`src/rtl/scan_bist_ctrl.sv`:
```
// scan_bist_ctrl: LFSR pattern source and MISR response compactor with a golden-signature check.
module scan_bist_ctrl #(
  parameter int WIDTH = 8,
  parameter int NUM_PAT = 16,
  parameter logic [WIDTH-1:0] SEED = {{(WIDTH-1){1'b0}}, 1'b1},
  parameter logic [WIDTH-1:0] TAPS = WIDTH'(8'hB8),
  parameter logic [WIDTH-1:0] GOLDEN = '0
) (
  input  logic             clk,
  input  logic             rst_n,
  input  logic             start,
  input  logic             abort,
  input  logic [WIDTH-1:0] cut_resp,
  output logic [WIDTH-1:0] pat_out,
  output logic             bist_en,
  output logic             busy,
  output logic             done,
  output logic             pass,
  output logic [WIDTH-1:0] signature
);
  typedef enum logic [1:0] {IDLE, RUN, COMPARE, DONE} state_t;
  state_t state_q, state_d;
  logic [WIDTH-1:0] lfsr_q, lfsr_d, sig_q, sig_d, pat_q, pat_d;
  logic [WIDTH-1:0] lfsr_step, sig_step;
  logic [15:0] cnt_q, cnt_d;
  logic done_q, done_d, pass_q, pass_d;
  assign lfsr_step = {lfsr_q[WIDTH-2:0], ^(lfsr_q & TAPS)};
  assign sig_step  = {sig_q[WIDTH-2:0], ^(sig_q & TAPS)} ^ cut_resp;
  always_ff @(posedge clk or negedge rst_n) begin
    if (!rst_n) begin
      state_q <= IDLE;
      lfsr_q  <= SEED;
      sig_q   <= '0;
      pat_q   <= SEED;
      cnt_q   <= '0;
      done_q  <= 1'b0;
      pass_q  <= 1'b0;
    end else begin
      state_q <= state_d;
      lfsr_q  <= lfsr_d;
      sig_q   <= sig_d;
      pat_q   <= pat_d;
      cnt_q   <= cnt_d;
      done_q  <= done_d;
      pass_q  <= pass_d;
    end
  end
  always_comb begin
    state_d = state_q;
    lfsr_d  = lfsr_q;
    sig_d   = sig_q;
    pat_d   = pat_q;
    cnt_d   = cnt_q;
    done_d  = done_q;
    pass_d  = pass_q;
    if (abort) begin
      state_d = IDLE;
      done_d  = 1'b0;
      pass_d  = 1'b0;
    end else begin
      case (state_q)
        IDLE, DONE: if (start) begin
          state_d = RUN;
          lfsr_d  = SEED;
          sig_d   = '0;
          cnt_d   = '0;
          done_d  = 1'b0;
          pass_d  = 1'b0;
        end
        RUN: begin
          // a tap mask without the MSB can shift into zero; reseed rather than lock up
          lfsr_d  = (lfsr_step == '0) ? SEED : lfsr_step;
          sig_d   = sig_step;
          pat_d   = lfsr_q;
          cnt_d   = cnt_q + 16'd1;
          state_d = (cnt_q == 16'(NUM_PAT - 1)) ? COMPARE : RUN;
        end
        COMPARE: begin
          pass_d  = (sig_q == GOLDEN);
          done_d  = 1'b1;
          state_d = DONE;
        end
        default: state_d = IDLE;
      endcase
    end
  end
  // outside RUN the last retired pattern stays on pat_out
  assign bist_en   = (state_q == RUN);
  assign busy      = (state_q == RUN) || (state_q == COMPARE);
  assign pat_out   = bist_en ? lfsr_q : pat_q;
  assign done      = done_q;
  assign pass      = pass_q;
  assign signature = sig_q;
endmodule

```
`config.mk`:
```
export PLATFORM = sky130hd
export DESIGN_NAME = scan_bist_ctrl
export DESIGN_NICKNAME = d
export VERILOG_FILES = /design/src/rtl/scan_bist_ctrl.sv
export SDC_FILE = /design/constraint.sdc
export NUM_CORES = 1
export LEC_CHECK = 0
export ABC_AREA = 1
export CORE_UTILIZATION = 49
export DETAILED_ROUTE_END_ITERATION = 8
export PLACE_DENSITY = 0.83
export SETUP_SLACK_MARGIN = 0.4
export SLEW_MARGIN = 40
export SYNTH_ARGS = -nofsm -noshare
export SYNTH_HDL_FRONTEND = slang
export SYNTH_SLANG_ARGS = --single-unit
```
`constraint.sdc`:
```
create_clock -name clk -period 1.5 [get_ports clk]
set_clock_uncertainty 0.1 [all_clocks]
set_input_delay 0.45 -clock clk [delete_from_list [all_inputs] [get_ports clk]]
set_output_delay 0.45 -clock clk [all_outputs]
set_load 0.005 [all_outputs]
```
## After elaboration in Yosys (flattened, before gate mapping)

Cells that the tools add are included.
W data, S select, Z words.

| word-level totals | value |
|---|---|
| register bits | 44 |
| input port bits | 12 |
| output and inout port bits | 20 |
| word-level logic and storage cells | 44 |

| operators by class | value |
|---|---|
| add/subtract/negate cells | 1 |
| equal/unequal tests | 6 |
| muxes and demuxes | 17 |
| bitwise operators | 2 |
| reduce and logical (&&, ||, !) cells | 11 |

Operators with widths:

| cell | count |
|---|---|
| $mux W8 | 4 |
| $pmux W16 S2 | 1 |
| $pmux W8 S2 | 2 |
| $add A16 B1 Y16 const B | 1 |
| $eq A16 B4 Y1 const B | 1 |
| $logic_not A8 Y1 | 2 |
| $mux W16 | 1 |
| $reduce_xor A8 Y1 | 2 |
| $xor A8 B8 Y8 | 1 |
| $mux W2 | 3 |
| $pmux W2 S3 | 1 |
| $eq A2 B2 Y1 const B | 2 |
| $pmux W1 S2 | 2 |
| $mux W1 | 3 |
| $ne A3 B3 Y1 const B | 1 |
| $reduce_and A3 Y1 | 1 |
| $reduce_bool A3 Y1 | 1 |
| $eq A2 B1 Y1 const B | 1 |
| $logic_not A2 Y1 | 1 |
| $ne A2 B2 Y1 const B | 1 |
| $reduce_and A2 Y1 | 1 |
| $reduce_bool A2 Y1 | 1 |
| $reduce_or A2 Y1 | 1 |
| $logic_or A1 B1 Y1 | 1 |
| $not A1 Y1 | 1 |

## Depth between registers and ports, before layout

| depth | value |
|---|---|
| depth after elaboration | 4 |
| gate-level depth with buffers | 11 |
| gate-level depth less buffers | 10 |

## Least setup slack after synthesis

Ideal clock, no wire load.

| timing path | value |
|---|---|
| path type | reg2reg |
| from | register state_q[0] |
| to | register cnt_q[11] |
| library setup time | 113 ps |
| arrival time | 1,422 ps |
| data required time | 1,287 ps |
| slack | -135 ps |
| stages on the path, launching flop included | 12 |
| buffers on the path | 1 |
| clock period less this slack | 1,635 ps |
| cell sequence | dfrtp_1 -> inv_1 -> ha_1 -> nand2_2 -> nand2_2 -> buf_12 -> nor2_8 -> nand3_2 -> nand2_2 -> nand2_1 -> nand2_1 -> inv_1 |

| between the ends | value |
|---|---|
| word-level cells in the longest chain between the ends | 4 |
| elaborated cells between the ends (all ways) | 8 |
| classes of those cells | 3 x eq/ne; 1 x mux; 4 x reduce/logical |

Ends and longest elaborated chain:

| what | line | source |
|---|---|---|
| start: declaration | 22 | `state_t state_q, state_d;` |
| start signal: assignment | 39 | `state_q <= state_d;` |
| $eq A2 B2 Y1 or $logic_not A2 Y1 (tied branches) | 61 | `case (state_q)` |
| $reduce_or A2 Y1 | 61 |  |
| $ne A2 B2 Y1 (no line) or $reduce_bool A2 Y1 (tied branches) | - |  |
| $reduce_and A3 Y1 (no line) | - |  |
| end signal: assignment | 43 | `cnt_q <= cnt_d;` |
| end: declaration | 25 | `logic [15:0] cnt_q, cnt_d;` |

Parallel ways exist; a longest one is shown, timed or not.
A chain may end at the register's enable or synchronous reset.

## Final worst setup path

| timing path | value |
|---|---|
| from | register state_q[1] |
| to | register cnt_q[5] |

The elaborated chain is that of the path after synthesis.

==> flow_summary.rst <==
.. list-table::
   :header-rows: 1

   * - Metric
     - Value
   * - TritonCTS clock tree
     - built
   * - Final count of hold timing violations
     - 0
   * - Slew of the pin with the lowest slew margin
     - between 300 and 400 ps
   * - Height of the die
     - approximately 70 microns
   * - Seq/Total Area, Yosys
     - 0.461
   * - Via count
     - 2,586
   * - Kind of capture point of the worst setup path
     - flop
   * - Crit start category
     - flop
   * - Number of design-rule violations left by the first detailed-router iteration
     - 265
   * - Areal power density over the cells
     - between 800 and 900 mW/mm^2
   * - Ratio of final minimum period to clock period
     - 1.34
   * - PnR worst setup slack
     - -514 ps
   * - Final design instance area without fill
     - 0.00378 sq mm
   * - Antenna-violating nets left
     - 0
   * - Simple-gate area share of the yosys netlist
     - 0.270
   * - Placed Cells
     - roughly 420
   * - CORE AREA
     - ~0.0047 sq mm
   * - Post-synthesis cell type with the largest combined area
     - sky130_fd_sc_hd__dfrtp_1
   * - Type of the worst min-delay path
     - input port to asynchronous set/reset pin
   * - Number of buffers inserted during clock tree synthesis
     - 5
   * - Combinational family with the most area after synthesis
     - simple AND/OR/NAND/NOR gates
   * - Remaining routing DRC violations
     - 0
   * - Worst slew margin relative to its limit
     - 0.742
   * - Placed wire-length estimate after detailed placement
     - just under 4000 microns
   * - Signed area change from the synthesized netlist to the final layout
     - 58.1%
   * - Unrepaired setup endpoints after global routing
     - yes
   * - Die Span X
     - between 70 and 80 microns
   * - Cts-stage hold buffer count
     - 0
   * - H-Tree Depth
     - 2
   * - Crit-path max FO
     - 6
   * - Post-synth top flop
     - sky130_fd_sc_hd__dfrtp_1
   * - Mean number of vias per cell
     - approximately 5.6
   * - Complex-gate fraction of the synthesized area
     - 0.110
   * - Most numerous cell in the Yosys netlist
     - sky130_fd_sc_hd__nand2_1
   * - Total die area
     - roughly 0.0052 sq mm
   * - Number of port buffers
     - 31
   * - CTS sink count
     - 44
   * - Flip-flop and latch count after synthesis
     - 44
   * - Setup slack after placement
     - -590 ps
   * - Internal reg-to-reg setup slack
     - -510 ps
   * - Total number of yosys warnings
     - 0
   * - Initial Utilization
     - 0.506
   * - Row cnt
     - 25
   * - Synthesized area
     - 0.00239 sq mm
   * - Maximum number of pins on one net before global-route repair
     - 45
   * - CTS Buffer Depth
     - 2
   * - Clock root buffer
     - sky130_fd_sc_hd__clkbuf_8
   * - Required time at the endpoint of the critical path
     - between 1500 and 2000 ps
   * - Run status
     - complete, but fails checks
   * - Share of final-layout standard cells stronger than drive strength 1
     - 0.470
   * - Highest clock rate
     - just under 0.5 GHz
   * - Top cells by instance count after synthesis
     - sky130_fd_sc_hd__nand2_1 (67), sky130_fd_sc_hd__dfrtp_1 (42), sky130_fd_sc_hd__inv_1 (36)
   * - Leftover overflow at the end of global routing
     - 0
   * - Total detailed-routing wirelength
     - 8260 microns
   * - Area fraction of the dominant cell type after synthesis
     - 0.439
   * - Maximum vdd drop
     - roughly 0.71 mV
   * - LEAKAGE
     - roughly 1.9 nW
   * - Count of pins on the block boundary
     - 32
   * - Number of antenna violations at the first check in global routing
     - 0
   * - Global-route wire length before repair
     - around 11,000 microns
   * - Clock insertion delay at the later pin of the skew report
     - about 310 ps
   * - Setup Crit Path Kind
     - flop to flop
   * - Vias in the first global route
     - between 2k and 2.5k
   * - Area post-placement
     - ~0.0031 sq mm
   * - Antenna diodes
     - 0
   * - Final setup violating endpoints
     - 46
   * - Total track usage
     - 0.285
   * - Weighted congestion at the end of routability-driven global placement
     - approximately 0.86
   * - Synthesized netlist cell count
     - just under 300
   * - Number of enable flip-flop cells after synthesis
     - 0
   * - Adder-cell share of the synthesized area
     - 0.0262
   * - Count of final max-slew check failures
     - 0
   * - Number of iterations in the first detailed-routing pass
     - 6
   * - Sum of negative setup slack
     - -17,890 ps
   * - Register-to-Register Path Depth
     - 11
   * - Avg Inst Size Synth
     - roughly 8.1 sq um
   * - WL/cell
     - approximately 18 microns
   * - Net count after synthesis
     - approximately 310
   * - Max-cap violations
     - 0
   * - Tot Pwr
     - between 3 and 4 mW
   * - Top cells by area, synth
     - sky130_fd_sc_hd__dfrtp_1 (44%), sky130_fd_sc_hd__nand2_1 (11%), sky130_fd_sc_hd__o21ai_0 (7.1%)
   * - Share of cell area taken by muxes after synthesis
     - 0
   * - Arr. time, crit path
     - approximately 2100 ps
   * - Critical R2R Capture
     - cnt_q[5]
   * - Min Hold Slack
     - between 0.5 and 0.6 ps
   * - Ys async rst share
     - 1.00
   * - Number of distinct library cells after synthesis
     - 31
   * - Layout Utilization
     - 0.801
   * - Clock edge transition at the registers on the reported setup and hold paths
     - roughly 90 ps
   * - Critical R2R Launch
     - state_q[1]
   * - Clock period minus final worst setup slack
     - between 2000 and 2500 ps
   * - Violations in the final reports
     - setup timing
   * - Layout Nets
     - roughly 410
   * - Final Instance Count excl. Fillers
     - approximately 470
   * - Parity-gate share of the synthesized area counting xor and xnor cells
     - 0.0513
[registers in the layout, indices dropped and copies added, names as in the netlist]
register,flops
signature,8
state_q,2
lfsr_q,8
done,1
pass,1
pat_q,8
cnt_q,16
[per-layer routing]
| metal | GRT usage | wire length (microns) | up-vias |
|---|---|---|---|
| met3 | 0.0689 | 481 | 53 |
| met5 | 0 | 0 | - |
| met2 | 0.512 | 4360 | 135 |
| li1 | - | - | 1149 |
| met1 | 0.317 | 2940 | 1249 |
| met4 | 0.135 | 480 | 0 |
[logic make-up after synthesis]
group           after synthesis
simple gates                136
compound gates               50
buf+inv                      45
flops                        44
xor+xnor                     14
fa+ha+maj                     5
[layout make-up]
| cell class | instances | area [sq um] |
|---|---|---|
| multi-input combinational | 206 | 1440 |
| sequential | 44 | 1100 |
| fill | 283 | 941 |
| timing repair buffer | 102 | 910 |
| inverter | 38 | 160 |
| tap | 67 | 83.8 |
| clock buffer | 6 | 72.6 |
| clock inverter | 2 | 12.5 |
[critical path: stages, from the launching register on]
cell and delay (ps):
sky130_fd_sc_hd__dfrtp_1 390, sky130_fd_sc_hd__buf_4 140, sky130_fd_sc_hd__buf_6 120, sky130_fd_sc_hd__ha_4 230, sky130_fd_sc_hd__buf_4 130, sky130_fd_sc_hd__nand2_4 80
sky130_fd_sc_hd__nand2_8 80, sky130_fd_sc_hd__buf_12 140, sky130_fd_sc_hd__nor2_8 130, sky130_fd_sc_hd__buf_4 140, sky130_fd_sc_hd__a21oi_2 50, sky130_fd_sc_hd__nor3_1 180
[report_power, final]
group | internal, mW | total [mW] | leakage [nW] | switching, mW
Clock | 0.327 | 0.765 | 0.0412 | 0.438
Combinational | 0.551 | 1.09 | 1.26 | 0.540
Sequential | 1.28 | 1.35 | 0.598 | 0.0661
Total | 2.16 | 3.20 | 1.89 | 1.04
[cells in the final DEF, fill, tap and decap left out, types with 14 or more instances in the layout]
| cell | instances |
|---|---|
| sky130_fd_sc_hd__buf_2 | 20 |
| sky130_fd_sc_hd__buf_4 | 46 |
| sky130_fd_sc_hd__buf_6 | 18 |
| sky130_fd_sc_hd__dfrtp_1 | 42 |
| sky130_fd_sc_hd__inv_1 | 29 |
| sky130_fd_sc_hd__nand2_1 | 44 |
| sky130_fd_sc_hd__nand2_2 | 18 |
| sky130_fd_sc_hd__nor2_1 | 23 |
| sky130_fd_sc_hd__o21ai_1 | 14 |
| sky130_fd_sc_hd__o21ai_2 | 17 |
[worst max path at each step]
stage / end / startpoint / slack (ps)
2_1_floorplan: pat_out[0] / state_q[1] / -70
3_3_place_gp: pat_out[6] / state_q[0] / -530
3_5_place_dp: pat_out[0] / state_q[1] / -590
4_1_cts: pat_out[6] / state_q[0] / -450
5_1_grt: cnt_q[5] / state_q[1] / -710
6_report: cnt_q[5] / state_q[1] / -510
[what timing repair did]
item                                    CTS  global route
cloned                                    1             2
pin swaps                                18             7
buffers inserted                         24             9
endpoints found under the setup margin   64            64
gates resized for setup                 170            37
Note: power is estimated with default switching activity, not from simulation.
